===== src/rtl/sd_sample_sequencer.sv =====
// Timing/address sequencer for the LVDA switch-selector sampler: strobes X2/Y2/V1/V4 per bit, drives G decode
// and availability lines, and shifts serial DATA into WORD. Optional odd-parity bit time: SD_SAMPLE_PARITY_EN.
module sd_sample_sequencer #(
    parameter int NBITS = 14,
    parameter int GRP   = 7
) (
    input  logic             SIM_CLK,
    input  logic             SIM_RST,
    input  logic             REQ,
    input  logic [1:0]       CHAN_SEL,
    input  logic             DATA,
    output logic             BUSY,
    output logic             X2,
    output logic             Y2,
    output logic             V1,
    output logic             V4,
    output logic [GRP-1:0]   GDV,
    output logic [GRP-1:0]   GDVN,
    output logic             UPPER,
    output logic             MLAV,
    output logic             PAAV,
    output logic             PBAV,
    output logic             PCAV,
    output logic             PAAVN,
    output logic [NBITS-1:0] WORD,
    output logic             WORD_VALID,
    output logic             PARITY_ERR
);

`ifdef SD_SAMPLE_PARITY_EN
    localparam int NTIMES = NBITS + 1;
`else
    localparam int NTIMES = NBITS;
`endif
    localparam int CW = $clog2(NBITS + 1);
    localparam logic [CW-1:0] LAST_IDX = CW'(NTIMES - 1);

    typedef enum logic [2:0] {IDLE, PH_X2, PH_Y2, PH_V1, PH_V4, DONE} state_t;

    state_t           state_q;
    logic [CW-1:0]    bitIdx_q;
    logic [CW-1:0]    bitIdx_d;
    logic             x2_q, y2_q, v1_q, v4_q;
    logic [GRP-1:0]   gdv_q;
    logic [GRP-1:0]   gdv_d;
    logic             upper_q;
    logic             upper_d;
    logic [3:0]       av_q;
    logic             busy_q;
    logic             wordValid_q;
    logic [NBITS-1:0] word_q;
`ifdef SD_SAMPLE_PARITY_EN
    logic             parityBit_q;
`endif

    // Values for the next bit time: G position rotates modulo GRP alongside the bit index.
    assign bitIdx_d = bitIdx_q + 1'b1;
    assign gdv_d    = gdv_q[GRP-1] ? GRP'(1) : (gdv_q << 1);
    assign upper_d  = (32'(bitIdx_d) >= 32'(GRP));

    always_ff @(posedge SIM_CLK) begin
        if (SIM_RST) begin
            state_q     <= IDLE;
            bitIdx_q    <= '0;
            x2_q        <= 1'b0;
            y2_q        <= 1'b0;
            v1_q        <= 1'b0;
            v4_q        <= 1'b0;
            gdv_q       <= '0;
            upper_q     <= 1'b0;
            av_q        <= 4'b0000;
            busy_q      <= 1'b0;
            wordValid_q <= 1'b0;
            word_q      <= '0;
`ifdef SD_SAMPLE_PARITY_EN
            parityBit_q <= 1'b0;
`endif
        end else begin
            wordValid_q <= 1'b0;
            case (state_q)
                IDLE: begin
                    if (REQ) begin
                        state_q  <= PH_X2;
                        bitIdx_q <= '0;
                        x2_q     <= 1'b1;
                        gdv_q    <= GRP'(1);
                        upper_q  <= 1'b0;
                        av_q     <= 4'b0001 << CHAN_SEL;
                        busy_q   <= 1'b1;
                    end
                end
                PH_X2: begin
                    state_q <= PH_Y2;
                    x2_q    <= 1'b0;
                    y2_q    <= 1'b1;
                end
                PH_Y2: begin
                    state_q <= PH_V1;
                    y2_q    <= 1'b0;
                    v1_q    <= 1'b1;
                end
                PH_V1: begin
                    state_q <= PH_V4;
                    v1_q    <= 1'b0;
                    v4_q    <= 1'b1;
                end
                PH_V4: begin
                    v4_q <= 1'b0;
`ifdef SD_SAMPLE_PARITY_EN
                    if (bitIdx_q == CW'(NBITS)) begin
                        parityBit_q <= DATA;
                    end else begin
                        word_q <= {word_q[NBITS-2:0], DATA};
                    end
`else
                    word_q <= {word_q[NBITS-2:0], DATA};
`endif
                    if (bitIdx_q == LAST_IDX) begin
                        state_q     <= DONE;
                        av_q        <= 4'b0000;
                        gdv_q       <= '0;
                        upper_q     <= 1'b0;
                        wordValid_q <= 1'b1;
                    end else begin
                        state_q  <= PH_X2;
                        bitIdx_q <= bitIdx_d;
                        x2_q     <= 1'b1;
                        gdv_q    <= gdv_d;
                        upper_q  <= upper_d;
                    end
                end
                DONE: begin
                    state_q <= IDLE;
                    busy_q  <= 1'b0;
                end
                default: state_q <= IDLE;
            endcase
        end
    end

    assign X2         = x2_q;
    assign Y2         = y2_q;
    assign V1         = v1_q;
    assign V4         = v4_q;
    assign GDV        = gdv_q;
    assign GDVN       = ~gdv_q;
    assign UPPER      = upper_q;
    assign MLAV       = av_q[0];
    assign PAAV       = av_q[1];
    assign PBAV       = av_q[2];
    assign PCAV       = av_q[3];
    assign PAAVN      = ~av_q[1];
    assign BUSY       = busy_q;
    assign WORD       = word_q;
    assign WORD_VALID = wordValid_q;
`ifdef SD_SAMPLE_PARITY_EN
    assign PARITY_ERR = wordValid_q & ~(^word_q ^ parityBit_q);
`else
    assign PARITY_ERR = 1'b0;
`endif

endmodule


===== config.mk =====
export PLATFORM = sky130hd
export DESIGN_NAME = sd_sample_sequencer
export DESIGN_NICKNAME = d
export VERILOG_FILES = /design/src/rtl/sd_sample_sequencer.sv
export SDC_FILE = /design/constraint.sdc
export NUM_CORES = 1
export LEC_CHECK = 0
export BUFFER_PORTS_ARGS = -buffer_cell sky130_fd_sc_hd__buf_2
export CORE_UTILIZATION = 45
export DETAILED_ROUTE_END_ITERATION = 8
export PLACE_DENSITY = 0.73
export SLEW_MARGIN = 20
export SYNTH_ARGS = -nofsm -noshare
export SYNTH_HDL_FRONTEND = slang
export SYNTH_SLANG_ARGS = --single-unit

===== constraint.sdc =====
create_clock -name SIM_CLK -period 1.5 [get_ports SIM_CLK]
set_clock_uncertainty 0.05 [all_clocks]
set_input_delay 0.225 -clock SIM_CLK [delete_from_list [all_inputs] [get_ports SIM_CLK]]
set_output_delay 0.225 -clock SIM_CLK [all_outputs]
set_load 0.03 [all_outputs]

==> qor.txt, run 1 <==
Largest net degree at the start of global routing = 21
Worst Setup End Kind = flop
Fin cells = 299
FF-to-FF path depth = 5
Synth area leaders = dfxtp_1 (48%), nand2_1 (7.3%), a21oi_1 (6.7%)
Layout area overhead = 29.5%
Register area share after synthesis = 47.6%
Vias = 1551
Distinct cell type count after synthesis = 42
Htree depth = 2
All-layer global routing usage = 20.4%
DPL Wire Length = 2.50 mm
Final Hold Fails = 0
Num Clock Sinks = 39
IO Count = 47
Worst skew pair latency = 0.34 ns
Tcrit/Tclk final = 100%
Critical Path AT = 1.74 ns
Crit path time final = 1.50 ns
HP Class = input pin to flop
Synthesized area = 1640 um2
Asr flop ratio synth = 0%
Maximum vdd drop = 699 uV
Worst-path cell chain = buf_6 > nor3b_4 > buf_4 > or4_1 > o21ai_1
Synth area leader = dfxtp_1
Dpl cells = 290
Critical path type = flop to flop
GRT Residual Overflow = 0
Area fraction of the dominant cell type after synthesis = 47.6%
CP bufs+invs = 2
Layout cells sized above 1 = 32.4%
Critical Path Max Stage Delay = 0.51 ns
WHS = 0.0568 ns
Port Buffers = 45
Antenna violations before repair = 0
RSZ-0062 raised after global routing = yes
Die area = 3890 um2
Psw = 0.554 mW
Seq. cell area = 785 um2
Data required, critical path = 1.73 ns
Final ANT Viol Nets = 0
Leakage = 0.865 nW
FMAX = 665 MHz
Die Ht = 62.4 um
Synth Flop Type = dfxtp_1
Syn Inst Count = 195
Yosys warning count = 0
Ant. Diodes = 0
Post-synthesis register bit count = 39
Power per cell area = 904 nW/um2
CTS tree = done
Status = finished with violations
Cell family with most CP delay = simple AND/OR/NAND/NOR gates
Maximum buffer depth of the clock tree = 2
Sequential share of power = 56.8%
Filler Cells Inserted = 329
Net Count, Synth = 204
Max-cap viol count = 0
Final Net Count = 261
Core area = 3420 um2
CP max stage cell = or4_1
Placer Congestion = 0.804
Setup crit start kind = flop
First-pass GRT wire length = 6.31 mm
CTS buffer count = 5
WP depth = 5
Area occupied by multi-input gates = 805 um2
Via/cell ratio = 5.19
Failing checks = setup timing
CTS clk-pin slew, worst paths = 0.11 ns
Internal = 1.37 mW
Combinational group share of total power = 15.9%
Final Max Tran Viols = 0
Die width = 62.4 um
Post-synth EDFFs = 0
First drt pass iteration count = 4
Worst Setup Slack, final = -0.00350 ns
Initial Utilization = 48.0%
Clock tree root driver cell = clkbuf_4
Clock group share of total power = 27.2%
Drt drc = 0
Drt total wl = 3.79 mm
Vias in the first global route = 1489
Avg Cell Area, Syn = 8.41 um2
Worst hold stages = 3
1st-iter DRT viols = 40
Routed len/inst = 12.7 um
Sw Ratio = 28.8%
Final Util = 62.2%
Final setup violation count = 1
Crit path max fanout = 11
Row Count = 21
sequential cells by signal, summed over array words and instances, names as in the netlist:
name and cells:
X2 1, WORD 14, state_q 3, av_q 4, Y2 1, V1 1, bitIdx_q 4, WORD_VALID 1
BUSY 1, GDV 7, UPPER 1, V4 1
metrics by stage:
stage          TNS [ns]  setup slack [ns]  total power, mW  area (um2)
2_1_floorplan    -0.684            -0.113             1.30        1650
3_3_place_gp     -0.459           -0.0660             1.39        2020
3_5_place_dp     -0.790           -0.0948             1.40        2020
4_1_cts               0           0.00221             1.92        2100
5_1_grt          -0.127           -0.0516             2.02        2120
6_report       -0.00350          -0.00350             1.92        2120
layout make-up:
cell class | instances | area share [%]
repair buffers | 65 | 18.2
flip-flops and latches | 39 | 36.9
inverters | 11 | 1.94
clock buffers | 7 | 2.12
multi-input cells | 130 | 37.9
well taps | 46 | 2.71
clock inverters | 1 | 0.236
final timing paths:
path | start | endpoint | slack (ns)
min | DATA | WORD[0] | 0.06
max | state_q[2] | av_q[3] | -0.003
min reg2reg | WORD[13] | WORD[13] | 0.41
max reg2reg | state_q[2] | av_q[3] | -0.003
tightest hold or removal path, cell delays in order:
cell and delay, ns:
buf_2 0.09, nand2_1 0.05, a21oi_1 0.05
power groups by stage:
stage               logic, mW  clock network (mW)  registers, mW
finish                  0.306               0.523           1.09
global route            0.331               0.589           1.10
CTS                     0.298               0.536           1.09
detailed placement      0.286                   0           1.11
global placement        0.281                   0           1.11
floorplan               0.138                   0           1.16
synth_stat cells, types with 5 or more instances:
cell type	number
dfxtp_1	39
nand2_1	32
a21oi_1	22
inv_1	11
clkbuf_1	10
nand3_1	8
o21ai_0	8
a22o_1	5
nor2_1	5
nor3_1	5
nor3b_1	5
cells by family (layout without fill, tap and decap cells):
family                     after synthesis  count (layout)  share of synthesized area, %
AOI/OAI and AO/OA                       52              52                          20.0
and+or+nand+nor                         72              72                          22.4
buffers and inverters                   26              84                          6.41
adders and majority gates                3               3                          2.29
other                                    1               1                         0.229
DFF                                     39              39                          47.6
xor gates and xnor gates                 2               2                          1.07
timing repair:
| item | CTS | global route |
|---|---|---|
| buffers inserted | 1 | 0 |
| endpoints found under the setup margin | 13 | 16 |
| gates resized for setup | 9 | 7 |
| pin swaps | 2 | 1 |
| hold buffers | 0 | 0 |
layer usage:
layer | global-route usage [%] | part of all wire (%) | vias to the layer above
met5 | 0 | 0 | -
met4 | 10.5 | 1.9 | 0
met3 | 6.75 | 6.0 | 8
met2 | 33.0 | 47 | 49
met1 | 24.2 | 45 | 703
li1 | - | - | 791
cells in the final DEF, fill, tap and decap left out, types with 5 or more instances in the layout:
master and n:
inv_1 11, a22o_1 5, dfxtp_1 36, nor2_1 5, nand3_1 8, o21ai_0 6
nand2_1 32, buf_4 17, clkbuf_4 5, buf_2 45, a21oi_1 22
No activity file was read; power rests on OpenSTA's default activity.
==> inputs of run 2 (changes only) <==
- SKIP_LAST_GASP: unset -> 1
==> qor.txt, run 2 (same netlist as run 1, synthesis figures left out) <==
Worst setup path start = state_q[1]
DPL Wire Length = 2.50 mm
Crit path max fanout = 3
Layout area overhead = 31.0%
Max-cap viol count = 0
CP bufs+invs = 0
Crit path time final = 1.53 ns
Worst Setup End Kind = flop
Row Count = 21
Core area = 3420 um2
Antenna violations before repair = 0
HP Class = input pin to flop
Final Net Count = 263
Largest net degree at the start of global routing = 21
Most frequent cells in the layout = buf_2 (46), dfxtp_1 (36), nand2_1 (32)
Failing checks = setup timing
Power per cell area = 899 nW/um2
Routed len/inst = 12.8 um
CP max stage cell = or4b_4
Maximum vdd drop = 706 uV
Port Buffers = 45
Vias = 1582
Critical Path AT = 1.77 ns
Layout cells sized above 1 = 33.7%
Max FFs per register = 14
Leakage = 0.876 nW
CTS clk-pin slew, worst paths = 0.11 ns
First drt pass iteration count = 4
Clock tree root driver cell = clkbuf_4
Most common cell after layout, fill and taps aside = buf_2
Worst skew pair latency = 0.35 ns
Total power = 1.93 mW
Maximum buffer depth of the clock tree = 2
Critical Path Max Stage Delay = 0.55 ns
Via/cell ratio = 5.26
Initial Utilization = 48.0%
1st-iter DRT viols = 55
First-pass GRT wire length = 6.31 mm
Worst flop-to-flop path startpoint = state_q[1]
WHS = 0.0537 ns
CTS buffer count = 5
Post-CTS Hold Fix Bufs = 0
Worst-path cell chain = or4b_4 > or4_1 > o21ai_1
HP Start = DATA
Placer Congestion = 0.804
GRT Residual Overflow = 0
CTS tree = done
Final setup violation count = 1
Final ANT Viol Nets = 0
Die Ht = 62.4 um
Vias in the first global route = 1489
Pre-CTS WS = -0.0948 ns
Setup crit start kind = flop
Worst Setup Slack, final = -0.0323 ns
All-layer global routing usage = 20.4%
IO Count = 47
Final Hold Fails = 0
Filler Cells Inserted = 321
Die width = 62.4 um
Drt total wl = 3.87 mm
Setup TNS = -0.0323 ns
Data required, critical path = 1.74 ns
Ant. Diodes = 0
FF-to-FF setup slack = -0.03 ns
Htree depth = 2
Num Clock Sinks = 39
FMAX = 653 MHz
Status = finished with violations
RSZ-0062 raised after global routing = yes
Critical path type = flop to flop
Die area = 3890 um2
Cell family with most CP delay = simple AND/OR/NAND/NOR gates
Final Max Tran Viols = 0
Tcrit/Tclk final = 102%
Drt drc = 0
## run 2: changes by cell type in the layout (fill, tap and decap cells not counted), sizes merged
cell,change
buf,+2
## run 2: path summary, 6_finish.rpt
kind,endpoint,cells past startpoint
min,WORD[0],3
max reg2reg,av_q[3],3
max,av_q[3],3
min reg2reg,WORD[13],2
## run 2: power breakdown
group          switching (mW)  internal (mW)
combinational           0.196          0.118
sequential             0.0221           1.07
clock                   0.344          0.183
## run 2: layout make-up
cell class | instances | area [um2] | share of cell area, %
clock buffer | 7 | 45.0 | 2.10
clock inverter | 1 | 5.00 | 0.233
inverter | 11 | 41.3 | 1.92
multi-input combinational | 130 | 815 | 37.9
sequential | 39 | 787 | 36.6
tap | 46 | 57.6 | 2.68
timing repair buffer | 67 | 399 | 18.6
## run 2: per-layer routing
metal  track usage (%)  part of all wire (%)
met2              33.0                    47
met1              24.2                    45
met4              10.5                   2.4
met3              6.75                   5.9
met5                 0                     0
## run 2: worst min-delay path: stages
cell     delay (ns)
buf_2          0.09
nand2_1        0.05
a21oi_1        0.05
## run 2: through the flow
step / utilization [%] / cells / area, um2
floorplan: - / 195 / 1650
global placement: 59.0 / 290 / 2020
detailed placement: 59.0 / 290 / 2020
CTS: 61.5 / 299 / 2100
global route: 62.9 / 301 / 2150
finish: 62.9 / 301 / 2150
## run 2: timing repair
item,CTS,global route
setup endpoints to repair,13,18
pin swaps,1,3
setup buffers,1,1
endpoints found under the hold margin,0,0
resized for setup,8,11
cloned,0,1
==> inputs of run 3 (changes only) <==
- CELL_PAD_IN_SITES_DETAIL_PLACEMENT: unset -> 0
- CELL_PAD_IN_SITES_GLOBAL_PLACEMENT: unset -> 1
- CORE_UTILIZATION: 45 -> 33
- CTS_CLUSTER_DIAMETER: unset -> 100
- PLACE_DENSITY: 0.73 -> unset
- PLACE_DENSITY_LB_ADDON: unset -> 0.1
- SETUP_SLACK_MARGIN: unset -> 0.02
==> qor.txt, run 3 (same netlist as run 1, synthesis figures left out) <==
Status = finished with violations
Failing checks = setup timing
Data required, critical path = 1.62 ns
Setup crit start kind = flop
Initial Utilization = 34.5%
Total power = 2.12 mW
Dpl cells = 310
Drt total wl = 4.08 mm
Maximum vdd drop = 524 uV
GRT Residual Overflow = 0
CP max stage cell = or4b_4
Worst skew pair latency = 0.28 ns
Worst-path cell chain = or4b_4 > buf_6 > a32oi_2 > a221oi_2
CTS clk-pin slew, worst paths = 0.07 ns
Worst Setup Slack, final = -0.0250 ns
IO Count = 47
Clock tree root driver cell = clkbuf_8
Cell family with most CP delay = simple AND/OR/NAND/NOR gates
Combinational group share of total power = 16.3%
Placer Congestion = 0.746
Ant. Diodes = 0
Tcrit/Tclk final = 102%
FMAX = 656 MHz
Clock group share of total power = 32.1%
Via/cell ratio = 4.83
Critical Path AT = 1.65 ns
Final Max Tran Viols = 0
Largest net degree at the start of global routing = 22
Psw = 0.578 mW
Routed len/inst = 12.6 um
Port Buffers = 45
Layout area overhead = 37.8%
Crit path max fanout = 8
Final setup violation count = 3
First drt pass iteration count = 4
CTS tree = done
Htree depth = 2
Pre-CTS WS = -0.0984 ns
All-layer global routing usage = 16.1%
1st-iter DRT viols = 80
Drt drc = 0
Die Ht = 72.5 um
Final Net Count = 265
Crit path time final = 1.53 ns
Critical path type = flop to flop
Max FFs per register = 14
Final Hold Fails = 0
DPL Wire Length = 2.73 mm
CP bufs+invs = 1
Critical Path Max Stage Delay = 0.54 ns
WHS = 0.135 ns
Num Clock Sinks = 39
Final ANT Viol Nets = 0
First-pass GRT wire length = 6.49 mm
Leakage = 0.912 nW
Maximum buffer depth of the clock tree = 2
Vias in the first global route = 1403
Vias = 1565
Internal = 1.54 mW
CTS buffer count = 5
Final Util = 47.5%
Most common cell after layout, fill and taps aside = buf_2
HP Class = input pin to flop
RSZ-0062 raised after global routing = yes
Sw Ratio = 27.3%
Worst Setup End Kind = flop
Fin cells = 324
Most frequent cells in the layout = buf_2 (45), dfxtp_1 (35), nand2_1 (32)
Max-cap viol count = 0
Antenna violations before repair = 0
Layout cells sized above 1 = 35.4%
Sequential share of power = 51.7%
Die area = 5260 um2
Power per cell area = 936 nW/um2
Core area = 4750 um2
Row Count = 25
Die width = 72.5 um
## run 3: final timing paths
| check | slack [ns] | to | depth (start not counted) | from |
|---|---|---|---|---|
| worst min register to register | 0.41 | WORD[13] | 2 | WORD[13] |
| worst max register to register | -0.03 | UPPER | 4 | state_q[1] |
| worst max-delay path | -0.03 | UPPER | 4 | state_q[1] |
| worst min-delay path | 0.14 | WORD[0] | 3 | DATA |
## run 3: area by class of cell
type	instances	area (um2)
Sequential cell	39	788
Timing Repair Buffer	69	435
Inverter	11	41.3
Tap cell	67	83.8
Clock inverter	1	5.00
Fill cell	471	2490
Multi-Input combinational cell	130	830
Clock buffer	7	76.3
## run 3: stage by stage
step | cell area [um2] | TNS (ns)
global route | 2260 | -0.207
detailed placement | 2030 | -0.620
CTS | 2160 | 0
global placement | 2030 | -0.264
floorplan | 1650 | -0.535
finish | 2260 | -0.0335
## run 3: repair_timing
item	4_1_cts	5_1_grt
pin swaps	4	12
endpoints found under the setup margin	27	14
hold buffers	0	0
buffers inserted	2	4
resized for setup	8	22
## run 3: worst register-to-register path: stages (launching register included)
cell and delay, ns:
dfxtp_4 0.36, or4b_4 0.54, buf_6 0.16, a32oi_2 0.23, a221oi_2 0.08
## run 3: metal layers
layer,global-route usage [%],share of wire [%],up-vias
met1,19.5,46,731
met2,26.7,48,32
met3,4.58,4.1,5
met5,0,0,-
met4,6.54,1.5,0
li1,-,-,797
## run 3: power by group through the flow
stage / sequential (mW) / clock (mW) / combinational [mW]
final: 1.09 / 0.678 / 0.345
after global routing: 1.10 / 0.747 / 0.373
after CTS: 1.09 / 0.706 / 0.309
after detailed placement: 1.11 / 0 / 0.292
after global placement: 1.11 / 0 / 0.286
after floorplan: 1.16 / 0 / 0.138
